File: src/rtl/skid_buffer32.sv
// skid_buffer32: two-entry elastic pipeline stage with valid/ready on both sides.
// Feeds a write-enabled register: o_valid && i_ready is its write enable, o_data its data.
// All outputs decode from registered state only, so i_ready never reaches o_ready
// combinationally.
// Optional feature macro: SKID_BUFFER32_FLUSH_EN adds a synchronous flush input i_flush.
module skid_buffer32 #(
    parameter int DATA_WIDTH = 32
) (
    input  logic                  i_clk,
    input  logic                  i_rst,
    input  logic                  i_valid,
    output logic                  o_ready,
    input  logic [DATA_WIDTH-1:0] i_data,
    output logic                  o_valid,
    input  logic                  i_ready,
    output logic [DATA_WIDTH-1:0] o_data,
    output logic [1:0]            o_count
`ifdef SKID_BUFFER32_FLUSH_EN
    ,
    input  logic                  i_flush
`endif
);

    // Occupancy-coded states: the encoding doubles as the o_count value.
    typedef enum logic [1:0] {
        ST_EMPTY = 2'd0,
        ST_ONE   = 2'd1,
        ST_FULL  = 2'd2
    } state_t;

    state_t                r_state;
    logic [DATA_WIDTH-1:0] r_main;
    logic [DATA_WIDTH-1:0] r_skid;

    state_t                w_next_state;
    logic [DATA_WIDTH-1:0] w_next_main;
    logic [DATA_WIDTH-1:0] w_next_skid;
    logic                  w_in_fire;
    logic                  w_out_fire;
    logic                  w_flush;

`ifdef SKID_BUFFER32_FLUSH_EN
    assign w_flush = i_flush;
`else
    assign w_flush = 1'b0;
`endif

    // Output decode purely from registered state.
    always_comb begin
        o_ready = (r_state != ST_FULL);
        o_valid = (r_state != ST_EMPTY);
        o_data  = r_main;
        o_count = r_state;
    end

    // Next-state and data-path selection; flush overrides any handshake.
    always_comb begin
        w_in_fire    = i_valid && o_ready;
        w_out_fire   = o_valid && i_ready;
        w_next_state = r_state;
        w_next_main  = r_main;
        w_next_skid  = r_skid;
        if (w_flush) begin
            w_next_state = ST_EMPTY;
            w_next_main  = {DATA_WIDTH{1'b0}};
            w_next_skid  = {DATA_WIDTH{1'b0}};
        end else begin
            case (r_state)
                ST_EMPTY: begin
                    if (w_in_fire) begin
                        w_next_state = ST_ONE;
                        w_next_main  = i_data;
                    end else begin
                        w_next_state = ST_EMPTY;
                    end
                end
                ST_ONE: begin
                    if (w_in_fire && w_out_fire) begin
                        // Pass-through: the new word replaces the departing one.
                        w_next_state = ST_ONE;
                        w_next_main  = i_data;
                    end else if (w_in_fire) begin
                        // Downstream stalled: park the new word in the skid slot.
                        w_next_state = ST_FULL;
                        w_next_skid  = i_data;
                    end else if (w_out_fire) begin
                        w_next_state = ST_EMPTY;
                    end else begin
                        w_next_state = ST_ONE;
                    end
                end
                ST_FULL: begin
                    // o_ready is low here, so only a departure can occur.
                    if (w_out_fire) begin
                        w_next_state = ST_ONE;
                        w_next_main  = r_skid;
                    end else begin
                        w_next_state = ST_FULL;
                    end
                end
                default: begin
                    // Unreachable encoding recovers to empty.
                    w_next_state = ST_EMPTY;
                end
            endcase
        end
    end

    // State and data registers with asynchronous active-low clear.
    always_ff @(posedge i_clk or negedge i_rst) begin
        if (!i_rst) begin
            r_state <= ST_EMPTY;
            r_main  <= {DATA_WIDTH{1'b0}};
            r_skid  <= {DATA_WIDTH{1'b0}};
        end else begin
            r_state <= w_next_state;
            r_main  <= w_next_main;
            r_skid  <= w_next_skid;
        end
    end

endmodule

File: config.mk
export PLATFORM = sky130hd
export DESIGN_NAME = skid_buffer32
export DESIGN_NICKNAME = d
export VERILOG_FILES = /design/src/rtl/skid_buffer32.sv
export SDC_FILE = /design/constraint.sdc
export NUM_CORES = 1
export LEC_CHECK = 0
export ABC_AREA = 0
export CAP_MARGIN = 20
export CORE_ASPECT_RATIO = 0.8
export CORE_MARGIN = 8
export CORE_UTILIZATION = 40
export CTS_CLUSTER_SIZE = 40
export DETAILED_ROUTE_END_ITERATION = 10
export PLACE_DENSITY = 0.67
export SLEW_MARGIN = 20
export SYNTH_ARGS = -nofsm -noshare
export SYNTH_HDL_FRONTEND = slang
export SYNTH_SLANG_ARGS = --single-unit
File: constraint.sdc
create_clock -name i_clk -period 2.09 [get_ports i_clk]
set_input_delay 0.418 -clock i_clk [delete_from_list [all_inputs] [get_ports i_clk]]
set_output_delay 0.418 -clock i_clk [all_outputs]
set_load 0.005 [all_outputs]
Yosys cells after proc, flatten, opt, wreduce, memory -nomap -nowiden
Cells that the tools add are included.
{"block": "op_classes", "eq_ne": 6, "n_mux": 10, "bitwise": 1, "n_reduce_logical": 8}
{"cell": "two-way mux 32 bit", "count": 3}
{"cell": "one-hot mux 32 bit (3 select lines)", "count": 1}
{"cell": "!= test 2 bit (second input constant)", "count": 4}
{"cell": "two-way mux 2 bit", "count": 3}
{"cell": "one-hot mux 2 bit (3 select lines)", "count": 1}
{"cell": "AND reduction 4 bit", "count": 1}
{"cell": "logical AND 1 bit", "count": 3}
{"cell": "AND reduction 3 bit", "count": 1}
{"cell": "nonzero test 3 bit", "count": 1}
{"cell": "equality test 2 x 1 -> 1 bit (second input constant)", "count": 1}
{"cell": "equality test 2 bit (second input constant)", "count": 1}
{"cell": "zero test 2 bit", "count": 1}
{"cell": "two-way mux 1 bit", "count": 2}
{"cell": "nonzero test 2 bit", "count": 1}
{"cell": "NOT 1 bit", "count": 1}
{"block": "totals", "reg_bits": 66, "input_bits": 36, "output_inout_bits": 36, "wordCells": 28}

Longest topological paths before layout
Gate-level depths: netlist of the first run.
{"block": "depth", "depth_word": 6, "mapped_depth": 5, "mapped_depth_nobuf": 3}

Worst setup path before layout of the first run
No wires, ideal clock.
{"block": "synth_path", "kind": "register to register", "start": "register r_state[1] (netlist: o_count[1])", "end": "register r_main[10] (netlist: o_data[10])", "t_arrival_ps": 1413, "t_required_ps": 1965, "setup_slack_ps": 552, "stages_incl_launch_ff": 6, "path_buffers": 2, "synth_period_minus_slack_ps": 1538, "path_cell_list": "dfrtp_1 -> nor2b_1 -> buf_6 -> buf_6 -> mux2_1 -> mux2_2"}
{"block": "synth_via", "elab_chain_cells": 5, "elab_cells_between_ends": 14, "classes_between": "6 x eq/ne; 1 x mux; 7 x reduce/logical"}
{"element": "from (decl)", "line_no": "31", "source": "state_t r_state;"}
{"element": "from (signal assigned)", "line_no": "116", "source": "r_state <= w_next_state;"}
{"element": "!= test 2 bit or nonzero test 2 bit (tied branches)", "line_no": "50, 51"}
{"element": "logical AND 1 bit, on equally long branches", "line_no": "58, 59"}
{"element": "logical AND 1 bit", "line_no": "78", "source": "if (w_in_fire && w_out_fire) begin"}
{"element": "!= test 2 bit (no line)"}
{"element": "AND reduction 4 bit (no line)"}
{"element": "to (signal assigned)", "line_no": "113", "source": "r_main <= {DATA_WIDTH{1'b0}};"}
{"element": "to (signal assigned)", "line_no": "117", "source": "r_main <= w_next_main;"}
{"element": "to (decl)", "line_no": "32", "source": "logic [DATA_WIDTH-1:0] r_main;"}
Parallel ways exist; a longest one is shown, timed or not.
A chain may end at the register's enable or synchronous reset.

Worst setup path after layout of the first run
{"block": "layout_path", "start": "register r_state[0] (netlist: o_count[0])", "end": "output o_valid"}
{"block": "layout_via", "elab_chain_cells": 1}
{"element": "nonzero test 2 bit", "line_no": "51", "source": "o_valid = (r_state != ST_EMPTY);"}
{"element": "to (decl)", "line_no": "14", "source": "output logic o_valid,"}
No other way between the ends.

==> results of run 1 <==
## cells in the final DEF (no fill, tap or decap)
master	instances
buf_4	3
buf_12	4
clkinvlp_4	3
a21oi_1	1
clkinv_4	1
buf_2	1
or2_2	1
dfrtp_2	1
nor4bb_4	1
o21bai_1	1
clkinv_2	3
nor2b_4	1
nand3b_1	1
clkdlybuf4s50_1	70
nor3b_1	1
mux2_1	30
clkbuf_8	9
mux2i_1	1
inv_1	1
dfrtp_1	65
o21ai_4	1
mux2_2	66
o22ai_1	1
## registers in the layout (all words and copies together), names as in the netlist
name     count
o_data      32
o_count      2
r_skid      32
## worst max-delay path, cell delays in order (launching register included)
cell and delay [ns]:
dfrtp_1 0.49, or2_2 0.33, clkdlybuf4s50_1 0.45
## power groups by stage
stage,clock (mW),sequential (mW),combinational (mW)
6_report,0.911,1.95,1.25
3_5_place_dp,0,1.98,1.27
4_1_cts,0.956,1.96,1.28
3_3_place_gp,0,1.97,1.25
2_1_floorplan,0,1.95,0.613
5_1_grt,1.01,2.02,1.35
## cell type report
type	instances	area share [%]
inverter	1	0.0955
clock inverter	7	1.18
tap	87	2.77
timing repair buffer	78	20.6
multi-input combinational	106	30.2
clock buffer	9	3.15
sequential	66	42.1
## repair_timing
item,CTS,global route
endpoints found under the setup margin,0,1
gates resized for setup,0,1
setup buffers,0,0
## cells by family (layout without fill, tap and decap cells)
kind of cell           after synthesis  after routing  share of synthesized area (%)
buffers and inverters               12             95                           3.40
and+or+nand+nor                      5              5                           1.29
DFF                                 66             66                           56.8
muxes                               97             97                           37.5
AOI/OAI and AO/OA                    4              4                          0.947
## metal layers
| metal | wire length [um] | vias to the layer above | track usage [%] |
|---|---|---|---|
| met5 | 0 | - | 0 |
| met4 | 95 | 0 | 5.32 |
| met3 | 400 | 8 | 4.95 |
| met2 | 2650 | 47 | 18.2 |
| met1 | 2640 | 865 | 13.6 |
| li1 | - | 823 | - |
## how the worst max path moves through the flow
stage	end	depth (start not counted)	start	slack, ns
finish	o_valid	2	o_count[0]$_DFF_PN0_	0.08
global route	o_valid	2	o_count[0]$_DFF_PN0_	0.03
CTS	o_ready	3	o_count[1]$_DFF_PN0_	0.03
global placement	r_skid[17]$_DFFE_PN0P_	4	i_valid	0.05
floorplan	o_data[10]$_DFFE_PN0P_	5	o_count[1]$_DFF_PN0_	0.55
detailed placement	r_skid[1]$_DFFE_PN0P_	4	i_valid	0.01
==> impl_metrics.py, run 1 <==
metrics = {
    "finish": {
        "fin_util_pct": 56.5,
        "fin_nets": 298,
        "multi_input_area_um2": 1190,
        "ff_latch_area_um2": 1650,
        "area_growth_pct": 35.2,
        "layout.cells.non_filler": 354,
        "drive_above_1_share_pct": 35.6,
        "finalInstanceArea_um2": 3930,
        "fillers": 585,
        "diodes": 0,
    },
    "place": {
        "dp_cells": 338,
        "dpl.hpwl_mm": 3.96,
        "detailedPlace.worstSlack_ns": 0.0119,
        "place_area_um2": 3760,
        "gp_congestion": 0.665,
        "io_buffer_count": 71,
    },
    "floorplanning": {
        "initial_core_util_pct": 41.8,
        "die_width_um": 111,
        "fp.coreArea_um2": 6960,
        "ios": 72,
        "die_h_um": 92.2,
        "fp.dieArea_um2": 10300,
        "fp-row-count": 27,
    },
    "drt": {
        "drt_iter0_drc": 68,
        "drc": 0,
        "drt-pass1-iter-count": 3,
        "via_count": 1743,
        "routed_wl_mm": 5.79,
        "postRouteAntennaNets": 0,
        "viasPerCell": 4.92,
        "routedWlPerCell_um": 16.3,
    },
    "critical_path": {
        "timing.rr.end": "o_data[2]$_DFFE_PN0P_",
        "crit_required_ns": 1.67,
        "crit_type": "register to output port",
        "worst-r2r-setup-slack_ns": 0.39,
        "worstSetupEndpointType": "output port",
        "crit_fanout": 7,
        "arrival_ns": 1.60,
        "r2r_cells": 4,
        "reg2reg_from": "o_count[0]$_DFF_PN0_",
        "worstSetupStartpointType": "register",
    },
    "clocking": {
        "cts_buffer_depth": 2,
        "insertion_delay_ns": 0.34,
        "clk_pin_slew_ns": 0.07,
        "cts.sinks": 66,
        "cts_buffers": 9,
        "cts_tree": "yes",
        "clock-root-buffer": "clkbuf_8",
        "cts_hold_buf": 0,
        "cts_max_level": 3,
    },
    "global_routing": {
        "overflow": 0,
        "grt_max_degree": 67,
        "antenna_found_initial": 0,
        "grt_usage_pct": 11.6,
        "grt_pass1_vias": 1882,
        "grt_first_pass_wirelength_mm": 9.52,
    },
    "timing": {
        "max_freq_mhz": 497,
        "drv_slew": 0,
        "max_slew_margin_pct": 78.2,
        "period_needed_ns": 2.01,
        "fin_ws_ns": 0.0765,
        "tightestPinTransition_ns": 0.318,
        "finalSetupViolCount": 0,
        "fin_skew_ns": 0.00666,
        "rsz0062_at_grt": "false",
        "hold_viol": 0,
        "timing.setup.tns_ns": 0,
        "whs_ns": 0.0839,
        "period_share_pct": 96.3,
    },
    "pwr": {
        "clkPwrFrac_pct": 22.2,
        "seq_power_share_pct": 47.5,
        "finalPower_mw": 4.11,
        "peakVddDrop_mv": 0.547,
        "p_sw_mw": 1.09,
        "p_leak_nw": 1.59,
        "combinationalPowerShare_pct": 30.4,
        "power_density_nw_per_um2": 1050,
        "p_int_mw": 3.03,
        "switching_share_pct": 26.4,
    },
    "synth": {
        "synth-seq-area-share_pct": 56.8,
        "synth_top_cell_area_share_pct": 56.8,
        "synth-main-ff-cell": "dfrtp_1",
        "syn-mean-instance-area_um2": 15.8,
        "synth.distinct_cells": 17,
        "ys_ff_latch": 66,
        "synth_edf_count": 0,
        "netlist_area_um2": 2910,
        "synthTopCellsByCount": "dfrtp_1, mux2_2, mux2_1",
        "ys_warn_count": 0,
        "ys_async_sr_fraction_pct": 100,
        "synthCells": 184,
        "yosysTopAreaCell": "dfrtp_1",
        "synth_area_leaders": "dfrtp_1, mux2_2, mux2_1",
        "synth_nets": 220,
    },
    "hold_path": {
        "hold_class": "primary input to async pin",
    },
    "status": {
        "outcome": "complete, no violations",
    },
    "job": {
        "drv_cap": 0,
    },
}
Power figures use the tool's default switching activity.
==> inputs of run 2 (changes only) <==
--- a/config.mk
+++ b/config.mk
@@ -12,7 +12,7 @@
 export CORE_UTILIZATION = 40
 export CTS_CLUSTER_SIZE = 40
 export DETAILED_ROUTE_END_ITERATION = 10
-export PLACE_DENSITY = 0.67
+export DONT_BUFFER_PORTS = 1
 export SLEW_MARGIN = 20
 export SYNTH_ARGS = -nofsm -noshare
 export SYNTH_HDL_FRONTEND = slang
==> run 2 against run 1 <==
Hold slack improved by 0.10 ns. Cell area shrank 16%. Sequential share of layout area up 8.0 points. Setup slack better by 0.19 ns. First-iteration DRC count decreased by 65%. Final cell count decreased by 21%. Count of clock-buffer cells in the layout up 3. Core utilization decreased by 9.0 points. Non-clock buffer count down 73. Global-route usage hardly changed. Wire length shrank 2.6%. Register-to-register slack lost 0.02 ns. Critical endpoint is now o_ready. Largest cell class unchanged. Highest routed layer unchanged.
==> impl_metrics.py, run 2 (synthesis results as in run 1) <==
metrics = {
    "status": {
        "outcome": "complete, no violations",
    },
    "global_routing": {
        "grt_max_degree": 67,
        "overflow": 0,
        "grt_pass1_vias": 1697,
        "grt_usage_pct": 11.6,
        "grt_first_pass_wirelength_mm": 9.44,
        "antenna_found_initial": 0,
    },
    "timing": {
        "finalSetupViolCount": 0,
        "period_share_pct": 87.1,
        "whs_ns": 0.188,
        "timing.setup.tns_ns": 0,
        "rsz0062_at_grt": "false",
        "hold_viol": 0,
        "max_slew_margin_pct": 78.4,
        "tightestPinTransition_ns": 0.315,
        "max_freq_mhz": 549,
        "period_needed_ns": 1.82,
        "fin_skew_ns": 0.00482,
        "drv_slew": 0,
    },
    "finish": {
        "area_growth_pct": 13.6,
        "drive_above_1_share_pct": 45.9,
        "mostFrequentLayoutCells": "mux2_2, dfrtp_1, mux2_1, clkbuf_8",
        "fillers": 596,
        "diodes": 0,
        "fin_nets": 225,
    },
    "clocking": {
        "cts_max_level": 3,
        "cts_buffers": 9,
        "cts.repair.resized": 0,
        "clk_pin_slew_ns": 0.07,
        "cts_tree": "yes",
        "insertion_delay_ns": 0.33,
        "clock-root-buffer": "clkbuf_8",
        "cts.sinks": 66,
        "cts_buffer_depth": 2,
    },
    "job": {
        "drv_cap": 0,
    },
    "pwr": {
        "p_leak_nw": 1.34,
        "p_int_mw": 3.06,
        "combinationalPowerShare_pct": 17.8,
        "peakVddDrop_mv": 0.498,
        "p_sw_mw": 1.02,
        "clkPwrFrac_pct": 32.4,
        "power_density_nw_per_um2": 1240,
        "finalPower_mw": 4.08,
        "switching_share_pct": 24.9,
        "seq_power_share_pct": 49.8,
    },
    "hold_path": {
        "min_from": "i_ready",
        "hold-path-endpoint": "o_count[1]$_DFF_PN0_",
        "hold_depth": 1,
        "hold_class": "primary input to register",
    },
    "floorplanning": {
        "ios": 72,
        "fp.coreArea_um2": 6960,
        "fp-row-count": 27,
        "die_h_um": 92.2,
        "initial_core_util_pct": 41.8,
        "die_width_um": 111,
        "fp.dieArea_um2": 10300,
    },
    "critical_path": {
        "crit_fanout": 33,
        "worst-r2r-setup-slack_ns": 0.37,
        "worstSetupStartpointType": "register",
        "timing.rr.end": "o_data[5]$_DFFE_PN0P_",
        "crit_type": "register to output port",
        "worstSetupEndpointType": "output port",
        "r2r_cells": 4,
        "crit_required_ns": 1.67,
        "arrival_ns": 1.40,
        "reg2reg_from": "o_count[1]$_DFF_PN0_",
    },
    "drt": {
        "routed_wl_mm": 5.64,
        "routedWlPerCell_um": 20.1,
        "drt_iter0_drc": 24,
        "via_count": 1487,
        "postRouteAntennaNets": 0,
        "viasPerCell": 5.29,
        "drt-pass1-iter-count": 4,
        "drc": 0,
    },
    "place": {
        "gp_congestion": 0.694,
        "dpl.hpwl_mm": 3.80,
        "io_buffer_count": 0,
    },
}
## run 2: cell count changes in the layout (fill, tap and decap cells not counted), sizes merged
cell,before,now
bufinv,0,3
clkinv,4,0
buf,8,4
clkbuf,9,12
dlygate4sd3,0,1
clkinvlp,3,1
clkdlybuf4s50,70,0
## run 2: power groups by stage
stage                     Clock, mW  Combinational, mW  Sequential, mW
after global placement            0              0.663            2.03
final                          1.32              0.725            2.03
after global routing           1.43              0.800            2.10
after floorplan                   0              0.613            1.95
after CTS                      1.37              0.742            2.04
after detailed placement          0              0.707            2.06
## run 2: worst max-delay path, cell delays in order, from the launching register on
cell and delay [ns]:
dfrtp_1 0.51, nor2b_4 0.23, buf_12 0.23, inv_1 0.10
## run 2: worst max path at each step
| stage | from | end | slack (ns) | depth (start not counted) |
|---|---|---|---|---|
| floorplan | o_count[1]$_DFF_PN0_ | o_data[10]$_DFFE_PN0P_ | 0.55 | 5 |
| global placement | o_count[1]$_DFF_PN0_ | o_data[3]$_DFFE_PN0P_ | 0.40 | 4 |
| detailed placement | o_count[1]$_DFF_PN0_ | o_data[3]$_DFFE_PN0P_ | 0.36 | 4 |
| CTS | o_count[1]$_DFF_PN0_ | o_ready | 0.22 | 3 |
| global route | o_count[1]$_DFF_PN0_ | o_ready | 0.19 | 3 |
| finish | o_count[1]$_DFF_PN0_ | o_ready | 0.27 | 3 |
## run 2: cell type report
type | instances | area, um^2 | share of cell area (%)
Tap cell | 87 | 109 | 3.30
Sequential cell | 66 | 1650 | 50.0
Clock inverter | 4 | 97.6 | 2.96
Inverter | 1 | 3.75 | 0.114
Multi-Input combinational cell | 106 | 1190 | 35.9
Clock buffer | 12 | 155 | 4.70
Timing Repair Buffer | 5 | 97.6 | 2.96
## run 2: repair_timing
item | CTS | global route
hold buffers | 2 | 0
endpoints found under the hold margin | 66 | 0
buffers inserted | 0 | 0
## run 2: through the flow
step           setup WS [ns]  instances  instance area (um^2)  utilization (%)
5_1_grt                0.186        281                  3300             47.4
4_1_cts                0.222        281                  3300             47.4
2_1_floorplan          0.552        184                  2910                -
3_3_place_gp           0.405        263                  3010             43.3
3_5_place_dp           0.356        263                  3010             43.3
6_report               0.270        281                  3300             47.4
## run 2: metal layers
layer / up-vias / track usage (%) / wire length, um
met3: 11 / 6.32 / 553
met4: 0 / 4.76 / 113
li1: 670 / - / -
met2: 45 / 18.8 / 2700
met5: - / 0 / 0
met1: 761 / 12.4 / 2270
